==> src/rtl/cla_serial_adder_pkg.sv <==
// cla_defs: shared group width and FSM encoding for the digit-serial CLA adder
package cla_defs;
  localparam int GROUP_W = 4;
  typedef enum logic [1:0] {IDLE = 2'd0, RUN = 2'd1, DONE = 2'd2} state_t;
endpackage

==> src/rtl/cla_group4.sv <==
// cla_group4: combinational 4-bit two-level carry-lookahead slice
module cla_group4 (
  input  logic [3:0] x,
  input  logic [3:0] y,
  input  logic       ci,
  output logic [3:0] s,
  output logic       c3,
  output logic       co
);
  logic [3:0] g, p;
  logic       c1, c2;
  assign g  = x & y;
  assign p  = x | y;
  assign c1 = g[0] | (p[0] & ci);
  assign c2 = g[1] | (p[1] & g[0]) | (p[1] & p[0] & ci);
  assign c3 = g[2] | (p[2] & g[1]) | (p[2] & p[1] & g[0]) | (p[2] & p[1] & p[0] & ci);
  assign co = g[3] | (p[3] & g[2]) | (p[3] & p[2] & g[1]) | (p[3] & p[2] & p[1] & g[0])
            | (p[3] & p[2] & p[1] & p[0] & ci);
  assign s  = x ^ y ^ {c3, c2, c1, ci};
endmodule

==> src/rtl/cla_serial_adder.sv <==
// cla_serial_adder: digit-serial adder/subtractor, one 4-bit CLA group per clock
module cla_serial_adder
  import cla_defs::*;
#(
  parameter int WIDTH = 16
) (
  input  logic             clk,
  input  logic             rst,
  input  logic             start,
  input  logic             sub,
  input  logic [WIDTH-1:0] a,
  input  logic [WIDTH-1:0] b,
  input  logic             cin,
  output logic             busy,
  output logic             done,
  output logic [WIDTH-1:0] sum,
  output logic             cout,
  output logic             ovf
);
  localparam int N  = WIDTH / GROUP_W;
  localparam int IW = N > 1 ? $clog2(N) : 1;
  state_t            state;
  logic [IW-1:0]     idx;
  logic [WIDTH-1:0]  wa, wb, wr, wr_nxt;
  logic              carry, c3, co, last;
  logic [GROUP_W-1:0] s;
  cla_group4 u_slice (
    .x (wa[GROUP_W*idx +: GROUP_W]),
    .y (wb[GROUP_W*idx +: GROUP_W]),
    .ci(carry),
    .s (s),
    .c3(c3),
    .co(co)
  );
  assign last = idx == IW'(N - 1);
  // Merge the current slice into the working result so the final edge can publish it whole
  always_comb begin
    wr_nxt = wr;
    wr_nxt[GROUP_W*idx +: GROUP_W] = s;
  end
  always_ff @(posedge clk or posedge rst) begin
    if (rst) begin
      state <= IDLE;
      idx   <= '0;
      wa    <= '0;
      wb    <= '0;
      wr    <= '0;
      carry <= 1'b0;
      busy  <= 1'b0;
      done  <= 1'b0;
      sum   <= '0;
      cout  <= 1'b0;
      ovf   <= 1'b0;
    end else if (state == RUN) begin
      wr    <= wr_nxt;
      carry <= co;
      idx   <= idx + 1'b1;
      if (last) begin
        state <= DONE;
        busy  <= 1'b0;
        done  <= 1'b1;
        sum   <= wr_nxt;
        cout  <= co;
        ovf   <= c3 ^ co;
      end
    end else begin
      done  <= 1'b0;
      busy  <= start;
      state <= start ? RUN : IDLE;
      if (start) begin
        wa    <= a;
        wb    <= b ^ {WIDTH{sub}};
        carry <= cin ^ sub;
        idx   <= '0;
      end
    end
  end
endmodule

==> config.mk <==
export PLATFORM = sky130hd
export DESIGN_NAME = cla_serial_adder
export DESIGN_NICKNAME = d
export VERILOG_FILES = /design/src/rtl/cla_serial_adder_pkg.sv /design/src/rtl/cla_group4.sv /design/src/rtl/cla_serial_adder.sv
export SDC_FILE = /design/constraint.sdc
export NUM_CORES = 1
export LEC_CHECK = 0
export CORE_MARGIN = 2
export CORE_UTILIZATION = 50
export DETAILED_ROUTE_END_ITERATION = 10
export PLACE_DENSITY = 0.76
export SLEW_MARGIN = 20
export SYNTH_ARGS = -nofsm -noshare
export SYNTH_HDL_FRONTEND = slang
export SYNTH_HIERARCHICAL = 1
export SYNTH_SLANG_ARGS = --single-unit
==> constraint.sdc <==
create_clock -name clk -period 7.05 [get_ports clk]
set_input_delay 1.41 -clock clk [delete_from_list [all_inputs] [get_ports clk]]
set_output_delay 1.41 -clock clk [all_outputs]
set_load 0.02 [all_outputs]
==> flow_metrics.env <==
export IMPL_run_status="completed"
export IMPL_synthesis_yosys_warnings=6
export IMPL_num_fill_cells=571
export IMPL_cts_hold_buffers_added=0
export IMPL_number_of_remaining_drc_errors=0
export IMPL_avgViaCountPerCell=5.47
export IMPL_switching_share_pct=42.3
export IMPL_area_delta_synth_final_pct=20.5
export IMPL_dr_vias=2372
export IMPL_post_cts_repair_setup_buffers=0
export IMPL_static_leakage_power_nw=1.81
export IMPL_layout_commonest_cell="sky130_fd_sc_hd__dfrtp_1"
export IMPL_timing_final_hold_violations=0
export IMPL_share_of_the_yosys_chip_area_belonging_to_registers_pct=48.1
export IMPL_fin_nets=402
export IMPL_power_density_mw_per_mm2=523
export IMPL_die_area_sq_mm=0.00766
export IMPL_floorplan_die_width_um=87.5
export IMPL_grt_ovfl_total=0
export IMPL_criticalPathCategory="input port to flip-flop"
export IMPL_clk_insertion_delay_late_ns=0.34
export IMPL_first_pass_grt_wire_length_um=11000
export IMPL_fin_tns_setup_ns=0
export IMPL_clk_path_buf_depth=2
export IMPL_n_antenna_cell=0
export IMPL_cts_tree="yes"
export IMPL_placementRows=30
export IMPL_htreeDepth=3
export IMPL_whs_path_depth=2
export IMPL_number_of_different_library_cells_in_the_post_synthesis_netlist=45
export IMPL_hold_path_startpoint="sum[13]"
export IMPL_post_route_cells_drive_above_1_share_pct=13.0
export IMPL_clock_pin_slew_reported_for_the_worst_setup_and_hold_paths_after_clock_tree_synthesis_ns=0.07
export IMPL_critPathArrivalTime_ns=3.35
export IMPL_clk_network_pwr_share_pct=13.5
export IMPL_worst_hold_path_type="flip-flop to flip-flop"
export IMPL_pin_count_of_the_biggest_net_entering_global_routing=68
export IMPL_vdd_ir_drop_max_v=0.000278
export IMPL_clock_fmax_mhz=320
export IMPL_net_count_synth=354
export IMPL_post_synthesis_mean_instance_area_sq_um=11.6
export IMPL_finalCritPeriodShare_pct=44.3
export IMPL_chipHeight_um=87.5
export IMPL_cts_resized_gates=0
export IMPL_regToRegSetupSlack_ns=4.08
export IMPL_netlist_area_sq_mm=0.00349
export IMPL_worst_hold_slack_ns=0.479
export IMPL_ys_ff_latch=67
export IMPL_reg2reg_from="idx[0]"
export IMPL_worst_endpoint_required_ns=7.27
export IMPL_cellInternalPower_w=0.00127
export IMPL_count_of_antenna_violating_nets_left_after_detailed_routing=0
export IMPL_synth_top_flop_cell="sky130_fd_sc_hd__dfrtp_1"
export IMPL_clock_root_buffer="sky130_fd_sc_hd__clkbuf_8"
export IMPL_worst_r2r_path_depth=8
export IMPL_final_setup_skew_ns=0.00853
export IMPL_drt_total_wl_um=6430
export IMPL_min_period_ns=3.13
export IMPL_detail_route_wl_per_cell_um=14.8
export IMPL_combPwrFrac_pct=55.9
export IMPL_critPathCaptureType="flip-flop"
export IMPL_first_global_vias=2294
export IMPL_detailedRoute_firstIterationViolations=144
export IMPL_buffer_ports_inserted=56
export IMPL_core_area_sq_mm=0.00676
export IMPL_crit_path_start_kind="input port"
export IMPL_final_max_slew_viol_count=0
export IMPL_layout_common_cells="sky130_fd_sc_hd__dfrtp_1 (67), sky130_fd_sc_hd__clkdlybuf4s50_1 (56), sky130_fd_sc_hd__a21oi_1 (37)"
export IMPL_grt_setup_unrepaired="no"
export IMPL_sequential_cell_fraction_of_total_power_pct=30.7
export IMPL_dp_final_hpwl_um=4450
export IMPL_setup_viol_count_final=0
export IMPL_whs_endpoint="sum[13]"
export IMPL_first_pass_iters=4
export IMPL_cts_inserted_buffers=9
export IMPL_synthArstFlopShare_pct=100
export IMPL_crit_path_max_fanout=32
export IMPL_track_usage_pct=18.6
export IMPL_slew_headroom_pct=24.3
export IMPL_synth_enable_flop_cells=0
export IMPL_maxCapViolations=0
export IMPL_worstMarginPinSlew_ns=1.12
export IMPL_io_pin_count=57
export IMPL_multi_input_comb_area_sq_mm=0.00161
export IMPL_total_switching_power_w=0.000930
export IMPL_finalWeightedCongestion=0.810
export IMPL_seq_area_sq_mm=0.00168
export IMPL_tritoncts_num_sinks=67
export IMPL_syn_inst=302
export IMPL_timing_rr_end="sum[11]"
export IMPL_antenna_found_initial=0
export IMPL_initial_core_util_pct=51.6
power groups by stage:
stage | combinational (W) | clock (W) | sequential (W)
detailed placement | 0.00123 | 0 | 0.000683
global route | 0.00135 | 0.000321 | 0.000699
CTS | 0.00123 | 0.000305 | 0.000677
global placement | 0.00121 | 0 | 0.000679
finish | 0.00123 | 0.000296 | 0.000674
floorplan | 0.000913 | 0 | 0.000690
synthesized netlist by cell type, types with 2 or more instances:
library cell	number	area (sq um)
sky130_fd_sc_hd__mux2_4	13	195
sky130_fd_sc_hd__nand3_1	3	15.0
sky130_fd_sc_hd__nand2b_1	3	18.8
sky130_fd_sc_hd__clkbuf_1	9	33.8
sky130_fd_sc_hd__a21oi_1	37	185
sky130_fd_sc_hd__xnor2_1	19	166
sky130_fd_sc_hd__nand2_1	23	86.3
sky130_fd_sc_hd__nor2b_1	4	25.0
sky130_fd_sc_hd__buf_2	6	30.0
sky130_fd_sc_hd__mux4_2	8	180
sky130_fd_sc_hd__a32o_1	10	100
sky130_fd_sc_hd__o21ai_0	6	30.0
sky130_fd_sc_hd__a221oi_1	4	35.0
sky130_fd_sc_hd__buf_6	4	45.0
sky130_fd_sc_hd__inv_1	19	71.3
sky130_fd_sc_hd__mux2_2	4	45.0
sky130_fd_sc_hd__a41oi_1	3	26.3
sky130_fd_sc_hd__nor3b_1	2	15.0
sky130_fd_sc_hd__dfrtp_1	67	1680
sky130_fd_sc_hd__o211ai_1	3	22.5
sky130_fd_sc_hd__ha_1	14	175
sky130_fd_sc_hd__and2_1	2	12.5
sky130_fd_sc_hd__nor2_1	15	56.3
sky130_fd_sc_hd__nand3b_1	2	15.0
sky130_fd_sc_hd__o2bb2ai_1	2	17.5
metrics by stage:
step                instances  cell area [sq um]  worst slack (ns)  util (%)  power [W]
floorplan                 302               3490              3.96         -    0.00160
global placement          419               4030              3.65      59.6    0.00188
detailed placement        419               4030              3.61      59.6    0.00191
CTS                       434               4200              3.97      62.2    0.00222
global route              434               4200              3.86      62.2    0.00237
finish                    434               4200              3.92      62.2    0.00220
area by class of cell:
type / instances / share of cell area [%]
timing repair buffer: 57 / 13.5
clock inverter: 3 / 0.953
sequential: 67 / 39.9
clock buffer: 12 / 3.22
tap: 80 / 2.38
inverter: 19 / 1.70
multi-input combinational: 196 / 38.3
flip-flops by register name, summed over array words and instances, names as in the netlist:
name / cells
cout: 1
ovf: 1
sum: 16
wb: 16
done: 1
wr: 12
wa: 16
idx: 2
carry: 1
state: 1
layer usage:
| metal | track usage, % | share of wire [%] | up-vias |
|---|---|---|---|
| met5 | 0 | 0 | - |
| met1 | 25.6 | 48 | 1131 |
| met3 | 3.41 | 4.0 | 10 |
| met4 | 8.95 | 1.7 | 0 |
| li1 | - | - | 1160 |
| met2 | 28.7 | 47 | 71 |
kinds of logic after synthesis:
family | count (synthesis) | synth area share [%]
fa+ha+maj | 15 | 5.60
compound gates | 73 | 14.0
buf+inv | 39 | 5.74
flops | 67 | 48.1
xor+xnor | 20 | 5.02
mux | 26 | 12.3
simple gates | 62 | 9.22
worst max-delay path, cell delays in order:
cell                              delay, ns
sky130_fd_sc_hd__clkdlybuf4s50_1       0.94
sky130_fd_sc_hd__and2_4                0.58
sky130_fd_sc_hd__mux2_2                0.40
worst max-delay path by stage:
stage / startpoint / end / slack [ns] / cells past startpoint
3_5_place_dp: start / wa[12] / 3.61 / 3
4_1_cts: start / wa[12] / 3.97 / 3
3_3_place_gp: start / wa[14] / 3.65 / 3
6_report: start / wa[12] / 3.92 / 3
2_1_floorplan: rst / carry / 3.96 / 1
5_1_grt: idx[0] / sum[3] / 3.86 / 5
(Power assumes the default switching activity.)
